## config.mk

```make
export PLATFORM = sky130hd
export DESIGN_NAME = imm_gen_pipe
export DESIGN_NICKNAME = d
export VERILOG_FILES = /design/src/rtl/imm_gen_pipe.sv
export SDC_FILE = /design/constraint.sdc
export NUM_CORES = 1
export LEC_CHECK = 0
export CAP_MARGIN = 20
export CORE_MARGIN = 5
export CORE_UTILIZATION = 30
export DETAILED_ROUTE_END_ITERATION = 10
export PLACE_DENSITY = 0.64
export SETUP_SLACK_MARGIN = 0.1
export SLEW_MARGIN = 40
export SYNTH_ARGS = -nofsm -noshare
export SYNTH_HDL_FRONTEND = slang
export SYNTH_SLANG_ARGS = --single-unit
```

## constraint.sdc

```tcl
create_clock -name clk -period 1.6 [get_ports clk]
set_input_delay 0.32 -clock clk [delete_from_list [all_inputs] [get_ports clk]]
set_output_delay 0.32 -clock clk [all_outputs]
set_load 0.02 [all_outputs]
```

## src/rtl/imm_gen_pipe.sv

```systemverilog
// Registered multi-lane immediate generator with a 1-entry skid buffer and kill.
// Optional feature: define IMM_ZIMM_EN to decode type code 5 as the CSR zimm immediate.
module imm_gen_pipe #(
  parameter int WAY      = 2,
  parameter int DATA_LEN = 32,
  parameter int INSN_LEN = 32
) (
  input  logic                      clk,
  input  logic                      reset,
  input  logic                      in_valid,
  output logic                      in_ready,
  input  logic [WAY*INSN_LEN-1:0]   inst,
  input  logic [WAY*3-1:0]          imm_type,
  input  logic [WAY-1:0]            lane_en,
  input  logic                      kill,
  output logic                      out_valid,
  input  logic                      out_ready,
  output logic [WAY*DATA_LEN-1:0]   imm,
  output logic [WAY-1:0]            imm_bad
);

  // Returns {illegal, 32-bit immediate}; illegal codes fall back to the I-type value.
  function automatic logic [32:0] decode32(input logic [31:0] i, input logic [2:0] t);
    logic [31:0] imm_i;
    imm_i = {{21{i[31]}}, i[30:20]};
    case (t)
      3'd0:    decode32 = {1'b0, imm_i};
      3'd1:    decode32 = {1'b0, {21{i[31]}}, i[30:25], i[11:7]};
      3'd2:    decode32 = {1'b0, i[31:12], 12'b0};
      3'd3:    decode32 = {1'b0, {12{i[31]}}, i[19:12], i[20], i[30:21], 1'b0};
      3'd4:    decode32 = {1'b0, {20{i[31]}}, i[7], i[30:25], i[11:8], 1'b0};
`ifdef IMM_ZIMM_EN
      3'd5:    decode32 = {1'b0, 27'd0, i[19:15]};
`endif
      default: decode32 = {1'b1, imm_i};
    endcase
  endfunction

  function automatic logic [DATA_LEN-1:0] sext32(input logic [31:0] v);
    sext32       = {DATA_LEN{v[31]}};
    sext32[31:0] = v;
  endfunction

  logic [WAY*DATA_LEN-1:0] dec_imm;
  logic [WAY-1:0]          dec_bad;
  logic [32:0]             lane_dec;

  logic                    in_ready_q,  in_ready_d;
  logic                    out_valid_q, out_valid_d;
  logic                    skid_full_q, skid_full_d;
  logic [WAY*DATA_LEN-1:0] out_imm_q,   out_imm_d;
  logic [WAY-1:0]          out_bad_q,   out_bad_d;
  logic [WAY*DATA_LEN-1:0] skid_imm_q,  skid_imm_d;
  logic [WAY-1:0]          skid_bad_q,  skid_bad_d;

  logic                    accept;
  logic                    out_free;

  always_comb begin
    dec_imm  = '0;
    dec_bad  = '0;
    lane_dec = '0;
    for (int l = 0; l < WAY; l++) begin
      lane_dec = decode32(inst[l*INSN_LEN +: 32], imm_type[l*3 +: 3]);
      if (lane_en[l]) begin
        dec_imm[l*DATA_LEN +: DATA_LEN] = sext32(lane_dec[31:0]);
        dec_bad[l]                      = lane_dec[32];
      end else begin
        dec_imm[l*DATA_LEN +: DATA_LEN] = '0;
        dec_bad[l]                      = 1'b0;
      end
    end
  end

  // Skid drains before new input so bundle order is preserved; kill drops everything.
  always_comb begin
    accept      = in_valid & in_ready_q & ~kill;
    out_free    = ~out_valid_q | out_ready;
    out_valid_d = out_valid_q;
    skid_full_d = skid_full_q;
    out_imm_d   = out_imm_q;
    out_bad_d   = out_bad_q;
    skid_imm_d  = skid_imm_q;
    skid_bad_d  = skid_bad_q;
    if (kill) begin
      out_valid_d = 1'b0;
      skid_full_d = 1'b0;
    end else if (out_free) begin
      if (skid_full_q) begin
        out_valid_d = 1'b1;
        out_imm_d   = skid_imm_q;
        out_bad_d   = skid_bad_q;
        skid_full_d = 1'b0;
      end else if (accept) begin
        out_valid_d = 1'b1;
        out_imm_d   = dec_imm;
        out_bad_d   = dec_bad;
      end else begin
        out_valid_d = 1'b0;
      end
    end else begin
      if (accept) begin
        skid_full_d = 1'b1;
        skid_imm_d  = dec_imm;
        skid_bad_d  = dec_bad;
      end else begin
        skid_full_d = skid_full_q;
      end
    end
    in_ready_d = ~skid_full_d;
  end

  always_ff @(posedge clk) begin
    if (reset) begin
      in_ready_q  <= 1'b1;
      out_valid_q <= 1'b0;
      skid_full_q <= 1'b0;
      out_imm_q   <= '0;
      out_bad_q   <= '0;
      skid_imm_q  <= '0;
      skid_bad_q  <= '0;
    end else begin
      in_ready_q  <= in_ready_d;
      out_valid_q <= out_valid_d;
      skid_full_q <= skid_full_d;
      out_imm_q   <= out_imm_d;
      out_bad_q   <= out_bad_d;
      skid_imm_q  <= skid_imm_d;
      skid_bad_q  <= skid_bad_d;
    end
  end

  assign in_ready  = in_ready_q;
  assign out_valid = out_valid_q;
  assign imm       = out_imm_q;
  assign imm_bad   = out_bad_q;

endmodule

```

==> impl_metrics.yaml, run 1 <==
sta:
  skew_ns: 0.008564
  hold_viol_final: 0
  worstMarginPinSlew_ns: 0.5676
  setup_violations: 0
  post-route-min-period_ns: 1.587
  timing.hold.ws_ns: 0.2675
  rsz0062_at_grt: "true"
  period_share: 0.9917
  relSlewSlack: 0.6216
  slew_viol_final: 0
  fmaxAchievable_mhz: 630.3
routing:
  remaining_drc_errors: 0
  totalWireLength_um: 23490
  drt_first_pass_iters: 5
  drt_iter0_drc: 439
  wl_per_cell_um: 19.62
  vias_per_cell: 5.566
  dr_total_vias: 6663
  ant_nets: 0
layout:
  utilization: 0.5165
  drive_gt1_frac: 0.3402
  instances_no_fill: 1197
  fin_area_um2: 10520
  multiInputGateArea_um2: 4293
  synthToLayoutAreaGrowth_pct: 68.38
  nets: 990
  final_common_cell: "dfxtp_1"
  mostFrequentLayoutCells: "132 x dfxtp_1, 80 x nor2_1, 65 x nand2_1"
  seqCellArea_um2: 2711
  fill_cells: 1764
clock_network:
  cts_tree: "built"
  cts_max_level: 4
  cts.root.buffer_cell: "clkbuf_16"
  clock_path_buffers: 2
  numCtsBuffers: 17
  numClockSinks: 135
  clock_latency_ns: 0.43
  clk_pin_slew_ns: 0.06
place:
  routabilityCongestion: 0.7967
  place_hpwl_um: 13260
  port_buffers: 130
  post_dp_cell_area_um2: 8199
  dp_cells: 1129
grt:
  grt-ovfl-total: 0
  track_usage: 0.1691
  grt_max_degree: 42
  grt_pass1_vias: 6018
  grt_pass1_wl_um: 32660
  antenna_found_initial: 2
synthesis:
  synth_edf_count: 0
  syn_avg_cell_area_um2: 8.397
  synth-async-reset-ratio: 0
  syn_inst: 744
  ys_types: 52
  synth_fp_nets: 821
  synthesis.area_um2: 6247
  ys_seq_elements: 135
  yosys_warnings: 0
  synth-seq-area-share: 0.4326
  synth_ff_type: "dfxtp_1"
min_path:
  min_path_cells: 3
  holdPathEnd: "skid_full_q$_SDFF_PP0_"
  min_from: "out_ready"
  hp-class: "in2reg"
floorplanning:
  fp.dieH_um: 154.3
  initial_core_util: 0.3068
  num_io_pins: 145
  dieArea_um2: 23810
  fp-row-count: 52
  core-area_um2: 20360
  die_w_um: 154.3
setup_path:
  worstPathMaxFanout: 8
  start_kind: "flip-flop"
  worst-endpoint-required_ns: 1.89
  critical_path_class: "reg2reg"
  rr_endpoint: "imm_bad[1]$_SDFFE_PP0P_"
  r2r_start: "skid_full_q$_SDFF_PP0_"
  cp.arrival_ns: 1.88
  reg2regPathDepth: 6
  rrSetupSlack_ns: 0.01
  cp-end-kind: "flip-flop"
run_status:
  status: "completed"
pwr:
  power.density_nw_per_um2: 897.9
  ir_drop_uv: 682.2
  finalPower_mw: 9.445
  p_leak_nw: 3.748
flow_run:
  drv_cap: 0
[worst max-delay path, cell delays in order (launching register included)]
cell and delay [ns]:
dfxtp_4 0.39, a21oi_2 0.05, or3_4 0.45, buf_12 0.17
buf_16 0.15, a211oi_2 0.19, nor3_1 0.07
[power by group]
group / switching, mW / internal, mW / total [mW] / leakage (nW)
Sequential: 0.0696 / 3.48 / 3.55 / 1.10
Combinational: 1.01 / 0.782 / 1.79 / 2.35
Clock: 1.59 / 2.51 / 4.10 / 0.297
Total: 2.67 / 6.77 / 9.44 / 3.75
[synth_stat cells (6+ instances only)]
cell type	instances	area, um^2
a211oi_1	49	367.9
nand2_1	65	244.0
nand3_1	11	55.05
a21oi_1	103	515.5
dfxtp_1	135	2703
or4_1	8	60.06
o211ai_1	39	292.8
buf_2	36	180.2
a221oi_1	10	87.58
nor3_1	20	100.1
inv_1	7	26.28
clkbuf_1	36	135.1
a31oi_1	6	37.54
a221oi_2	6	90.09
a22oi_1	12	90.09
nor2_1	81	304.0
o2111ai_1	38	332.8
o32ai_1	9	78.83
o21a_1	6	45.04
buf_1	6	22.52
[flip-flops by register name, summed over array words and instances (netlist names)]
name         count
imm             64
skid_imm_q      64
imm_bad          2
skid_bad_q       2
in_ready         1
out_valid        1
skid_full_q      1
[kinds of logic after synthesis]
family / synth area share
mux: 0.004807
xor+xnor: 0.002804
compound gates: 0.3235
flops: 0.4326
buf+inv: 0.06609
simple gates: 0.1702
[per-stage QoR]
| step | setup slack (ns) | setup TNS, ns |
|---|---|---|
| 2_1_floorplan | 0.06933 | 0 |
| 3_3_place_gp | -0.5122 | -50.43 |
| 3_5_place_dp | -0.5375 | -52.09 |
| 4_1_cts | 0.01364 | 0 |
| 5_1_grt | -0.01928 | -0.06562 |
| 6_report | 0.01334 | 0 |
[repair_timing]
action                                  4_1_cts  5_1_grt
endpoints found under the setup margin      152      126
gates resized for setup                     123      204
setup buffers                                 4       13
gates cloned                                  5       13
pin swaps                                     5       89
hold buffers                                  0        0
[cell type report]
cell class	count	share of cell area
Multi-Input combinational cell	518	0.4081
Sequential cell	135	0.2578
Timing Repair Buffer	234	0.2411
Clock buffer	18	0.04175
Tap cell	270	0.03212
Clock inverter	14	0.01641
Inverter	7	0.002498
Antenna cell	1	0.0002379
[routing by layer]
metal  track usage  vias to the layer above  wire, um
met4       0.06056                        2       353
li1              -                     3140         -
met1        0.2282                     3276     10490
met2        0.2664                      217     11440
met3       0.03744                       28      1189
met5             0                        -         7
[worst max path at each step]
stage / endpoint / from
global placement: imm[44]$_SDFFE_PP0P_ / in_valid
finish: imm_bad[1]$_SDFFE_PP0P_ / skid_full_q$_SDFF_PP0_
CTS: imm_bad[0]$_SDFFE_PP0P_ / skid_full_q$_SDFF_PP0_
global route: imm[11]$_SDFFE_PP0P_ / skid_full_q$_SDFF_PP0_
detailed placement: imm[1]$_SDFFE_PP0P_ / imm_type[1]
floorplan: imm[40]$_SDFFE_PP0P_ / imm_type[4]
Note: power is estimated with default switching activity, not from simulation.
==> run 2, diff against run 1 <==
CORE_ASPECT_RATIO = 0.7   (was not set)
==> run 2 against run 1 <==
- via count down 0.75%
- die area up 0.20%
- setup slack worse by 0.0022 ns
- cell area down 4.0%
- sequential power about the same
- clock power down 4.9%
- largest power group unchanged
- non-clock buffer count up 6
- count of clock-buffer cells in the layout up 5
- critical path depth unchanged
- combinational power down 3%
==> impl_metrics.yaml, run 2 (synthesis results as in run 1) <==
floorplanning:
  num_io_pins: 145
  fp.dieH_um: 130.7
  dieArea_um2: 23860
  core-area_um2: 20590
  die_w_um: 182.5
  initial_core_util: 0.3034
  fp-row-count: 44
routing:
  vias_per_cell: 5.474
  dr_total_vias: 6613
  wl_per_cell_um: 19.24
  ant_nets: 0
  remaining_drc_errors: 0
  drt_iter0_drc: 630
  drt_first_pass_iters: 5
  totalWireLength_um: 23250
setup_path:
  timing.critical_path.cells: "a21oi_2 -> or3_4 -> buf_12 -> buf_12 -> a221oi_4 -> nor3_1"
  reg2regPathDepth: 6
  r2r_start: "skid_full_q$_SDFF_PP0_"
  critical_path_class: "reg2reg"
  rr_endpoint: "imm[5]$_SDFFE_PP0P_"
  cp_num_buf_inv: 2
  worstPathMaxFanout: 6
  rrSetupSlack_ns: 0.01
  crit_path_max_incr_delay_ns: 0.44
  cp-end-kind: "flip-flop"
  cpMostUsedCell: "buf_12"
  critical_path.top_delay_family: "simple AND/OR/NAND/NOR gates"
  start_kind: "flip-flop"
  critPathSlowestCell: "or3_4"
  cp.arrival_ns: 1.88
  worst-endpoint-required_ns: 1.89
min_path:
  holdPathEnd: "skid_imm_q[43]$_SDFFE_PP0P_"
  hp-class: "in2reg"
  min_path_cells: 2
  min_from: "reset"
sta:
  post-route-min-period_ns: 1.589
  setup_violations: 0
  period_share: 0.9930
  hold_viol_final: 0
  skew_ns: 0.009263
  rsz0062_at_grt: "true"
  fmaxAchievable_mhz: 629.4
  slew_viol_final: 0
  relSlewSlack: 0.6918
  worstMarginPinSlew_ns: 0.4623
grt:
  track_usage: 0.1802
  grt_pass1_wl_um: 34520
  antenna_found_initial: 1
  grt_max_degree: 46
  grt_pass1_vias: 6099
  grt-ovfl-total: 0
layout:
  drive_gt1_frac: 0.2908
  synthToLayoutAreaGrowth_pct: 61.65
  antenna_cells: 0
  mostFrequentLayoutCells: "132 x dfxtp_1, 79 x nor2_1, 71 x dlygate4sd2_1"
  instances_no_fill: 1208
  nets: 996
  final_common_cell: "dfxtp_1"
clock_network:
  clk_pin_slew_ns: 0.06
  clock_path_buffers: 2
  numCtsBuffers: 17
  cts_max_level: 4
  clock_latency_ns: 0.42
  cts.root.buffer_cell: "clkbuf_16"
  numClockSinks: 135
  cts-hold-fix-buffers: 0
  cts_tree: "built"
run_status:
  status: "completed"
place:
  dp_cells: 1151
  port_buffers: 130
  place_hpwl_um: 14350
  routabilityCongestion: 0.8523
flow_run:
  drv_cap: 0
pwr:
  finalPower_mw: 9.186
  ir_drop_uv: 465.0
  p_leak_nw: 3.735
  power.density_nw_per_um2: 909.6
run 2: report_power, final:
part / total, mW / internal [mW] / switching [mW]
Sequential: 3.55 / 3.48 / 0.0713
Combinational: 1.73 / 0.786 / 0.947
Clock: 3.90 / 2.36 / 1.54
Total: 9.19 / 6.63 / 2.56
run 2: worst max-delay path by stage:
| stage | from | endpoint | slack, ns | cells after the start |
|---|---|---|---|---|
| after floorplan | imm_type[4] | imm[40]$_SDFFE_PP0P_ | 0.07 | 6 |
| after global placement | in_valid | imm[5]$_SDFFE_PP0P_ | -0.52 | 7 |
| after detailed placement | imm_type[1] | imm[4]$_SDFFE_PP0P_ | -0.53 | 6 |
| after CTS | out_valid$_SDFFE_PP0P_ | imm[11]$_SDFFE_PP0P_ | 0.02 | 6 |
| after global routing | out_valid$_SDFFE_PP0P_ | skid_imm_q[60]$_SDFFE_PP0P_ | -0.06 | 7 |
| final | skid_full_q$_SDFF_PP0_ | imm[5]$_SDFFE_PP0P_ | 0.01 | 6 |
run 2: layout make-up:
cell class,count,area [um^2]
Fill cell,1940,10490
Inverter,7,26.28
Clock buffer,23,498.0
Sequential cell,135,2711
Timing Repair Buffer,240,2551
Clock inverter,9,90.09
Multi-Input combinational cell,518,3876
Tap cell,276,345.3
run 2: what timing repair did:
action | 4_1_cts | 5_1_grt
resized for setup | 158 | 114
gates cloned | 8 | 5
setup endpoints to repair | 193 | 137
hold endpoints to repair | 0 | 0
buffers inserted | 5 | 7
pin swaps | 19 | 27
run 2: routing by layer:
metal	part of all wire	global-route usage	vias to the layer above
li1	-	-	3162
met1	0.49	0.2729	3206
met2	0.45	0.2613	222
met3	0.061	0.04261	21
met4	0.0059	0.03441	2
met5	0.00030	0	-
run 2: worst register-to-register path, delay by kind of cell (launching register included):
kind | cells | cell delay (ns)
simple gates | 2 | 0.50
flops | 1 | 0.37
buf+inv | 2 | 0.34
compound gates | 2 | 0.24
run 2: per-stage QoR:
| stage | TNS [ns] | hold WS [ns] | area [um^2] | utilization | worst slack [ns] |
|---|---|---|---|---|---|
| 3_3_place_gp | -57.10 | 0.4379 | 8377 | 0.4068 | -0.5182 |
| 4_1_cts | 0 | 0.2982 | 9390 | 0.4561 | 0.02161 |
| 5_1_grt | -0.2734 | 0.3215 | 10100 | 0.4905 | -0.05946 |
| 2_1_floorplan | 0 | 0.3910 | 6256 | - | 0.06933 |
| 6_report | 0 | 0.3264 | 10100 | 0.4905 | 0.01116 |
| 3_5_place_dp | -58.67 | 0.4436 | 8377 | 0.4068 | -0.5311 |
==> run 3, diff against run 2 <==
DONT_BUFFER_PORTS = 1   (was not set)
PLACE_DENSITY = 0.55   (was 0.64)
==> run 3 against run 2 <==
- the run now ends with hold timing left
- wire length is 1.9% lower
- combinational power decreased by 47%
- clock power about the same
- via count down 11%
- final cell count shrank 14%
- register-to-register slack better by 0.04 ns
==> impl_metrics.yaml, run 3 (synthesis results as in run 1) <==
layout:
  nets: 822
  fin_area_um2: 7958
  mostFrequentLayoutCells: "132 x dfxtp_1, 87 x a21oi_1, 70 x nor2_1"
  final_common_cell: "dfxtp_1"
  instances_no_fill: 1033
  fill_cells: 2103
  antenna_cells: 0
  seqCellArea_um2: 2711
  multiInputGateArea_um2: 3423
  drive_gt1_frac: 0.2206
  synthToLayoutAreaGrowth_pct: 27.38
routing:
  wl_per_cell_um: 22.08
  drt_first_pass_iters: 4
  ant_nets: 0
  vias_per_cell: 5.700
  remaining_drc_errors: 0
  dr_total_vias: 5888
  drt_iter0_drc: 505
  totalWireLength_um: 22810
sta:
  setup_violations: 0
  rsz0062_at_grt: "true"
  slew_viol_final: 0
  timing.hold.ws_ns: -0.01469
  skew_ns: 0.01186
  period_share: 0.9660
  hold_viol_final: 8
  worstMarginPinSlew_ns: 0.5537
  post-route-min-period_ns: 1.546
  relSlewSlack: 0.6300
  fmaxAchievable_mhz: 647.0
grt:
  grt_pass1_wl_um: 31610
  grt-ovfl-total: 0
  track_usage: 0.1657
  grt_max_degree: 135
  globalRouteMet2Util: 0.2349
  grtUsageMet3: 0.06696
  antenna_found_initial: 1
  grt-busiest-layer: "met2"
  grt.met1_usage: 0.2329
  grt_pass1_vias: 5454
place:
  routabilityCongestion: 0.7563
  place_hpwl_um: 12830
  port_buffers: 0
  dp_cells: 972
  post_dp_cell_area_um2: 6573
clock_network:
  clk_pin_slew_ns: 0.06
  cts_tree: "built"
  numClockSinks: 135
  clock_latency_ns: 0.42
  numCtsBuffers: 17
  cts.root.buffer_cell: "clkbuf_16"
  cts_max_level: 4
  cts-hold-fix-buffers: 2
  clock_path_buffers: 2
pwr:
  p_leak_nw: 2.630
  power.density_nw_per_um2: 1071
  ir_drop_uv: 657.8
floorplanning:
  fp-row-count: 44
  initial_core_util: 0.3034
  die_w_um: 182.5
  dieArea_um2: 23860
  num_io_pins: 145
  fp.dieH_um: 130.7
  core-area_um2: 20590
setup_path:
  timing.critical_path.cells: "buf_12 -> buf_4 -> buf_6 -> nor3b_1 -> a211oi_2 -> nor3_1"
  crit_path_max_incr_delay_ns: 0.38
  critical_path_class: "reg2reg"
  cp-end-kind: "flip-flop"
  worst-endpoint-required_ns: 1.89
  worstPathMaxFanout: 40
  start_kind: "flip-flop"
  critPathSlowestCell: "dfxtp_4"
  cp.arrival_ns: 1.84
min_path:
  hp-class: "in2reg"
run_status:
  violations: "hold timing"
  status: "finished, violations left"
flow_run:
  drv_cap: 0
run 3: cell count changes in the layout (fill, tap and decap cells not counted), sizes merged:
cell	delta
buf	-52
bufbuf	-1
dlygate4sd3	+2
clkdlybuf4s50	-51
dlygate4sd2	-71
clkinvlp	+2
clkinv	-1
inv	-1
clkdlybuf4s15	-4
clkbuf	+2
run 3: report_power, final:
part | internal [mW] | leakage, nW | total (mW) | switching [mW]
Combinational | 0.411 | 1.26 | 0.913 | 0.502
Sequential | 3.48 | 1.10 | 3.72 | 0.241
Clock | 2.31 | 0.270 | 3.88 | 1.57
run 3: worst paths after layout:
kind | startpoint | endpoint | slack [ns] | cells after the start
worst max-delay path | skid_full_q$_SDFF_PP0_ | imm_bad[1]$_SDFFE_PP0P_ | 0.05 | 6
worst min-delay path | reset | skid_imm_q[34]$_SDFFE_PP0P_ | -0.01 | 1
worst max register to register | skid_full_q$_SDFF_PP0_ | imm_bad[1]$_SDFFE_PP0P_ | 0.05 | 6
worst min register to register | skid_imm_q[32]$_SDFFE_PP0P_ | skid_imm_q[32]$_SDFFE_PP0P_ | 0.45 | 2
run 3: per-stage QoR:
| step | power [mW] | util | hold slack (ns) | TNS [ns] | setup WS (ns) |
|---|---|---|---|---|---|
| 3_5_place_dp | 4.473 | 0.3192 | 0.3959 | -0.2298 | -0.06687 |
| 4_1_cts | 8.421 | 0.3536 | -0.03427 | 0 | 0.09048 |
| 3_3_place_gp | 4.468 | 0.3192 | 0.3947 | -0.1943 | -0.04876 |
| 2_1_floorplan | 4.343 | - | 0.3910 | 0 | 0.06933 |
| 5_1_grt | 8.854 | 0.3865 | -0.03938 | 0 | 0.01289 |
| 6_report | 8.522 | 0.3865 | -0.01469 | 0 | 0.05444 |
run 3: what timing repair did:
action,in CTS,in global routing
resized for setup,17,73
cloned,1,13
pin swaps,1,39
hold endpoints to repair,89,13
endpoints found under the setup margin,103,95
setup buffers,1,13
run 3: layout make-up:
class | instances | share of cell area
timing repair buffer | 66 | 0.1099
sequential | 135 | 0.3407
clock buffer | 22 | 0.06101
multi-input combinational | 518 | 0.4302
clock inverter | 9 | 0.01148
tap | 276 | 0.04340
inverter | 7 | 0.003302
run 3: routing by layer:
layer / share of wire / up-vias
met3: 0.10 / 13
met5: 0.00057 / -
met4: 0.0060 / 2
met1: 0.48 / 2860
li1: - / 2811
met2: 0.41 / 202
run 3: critical path, delay by kind of cell (launching register included):
family	cells	cell delay, ns
AOI/OAI and AO/OA	1	0.21
buffers and inverters	3	0.59
and+or+nand+nor	2	0.20
DFF	1	0.38
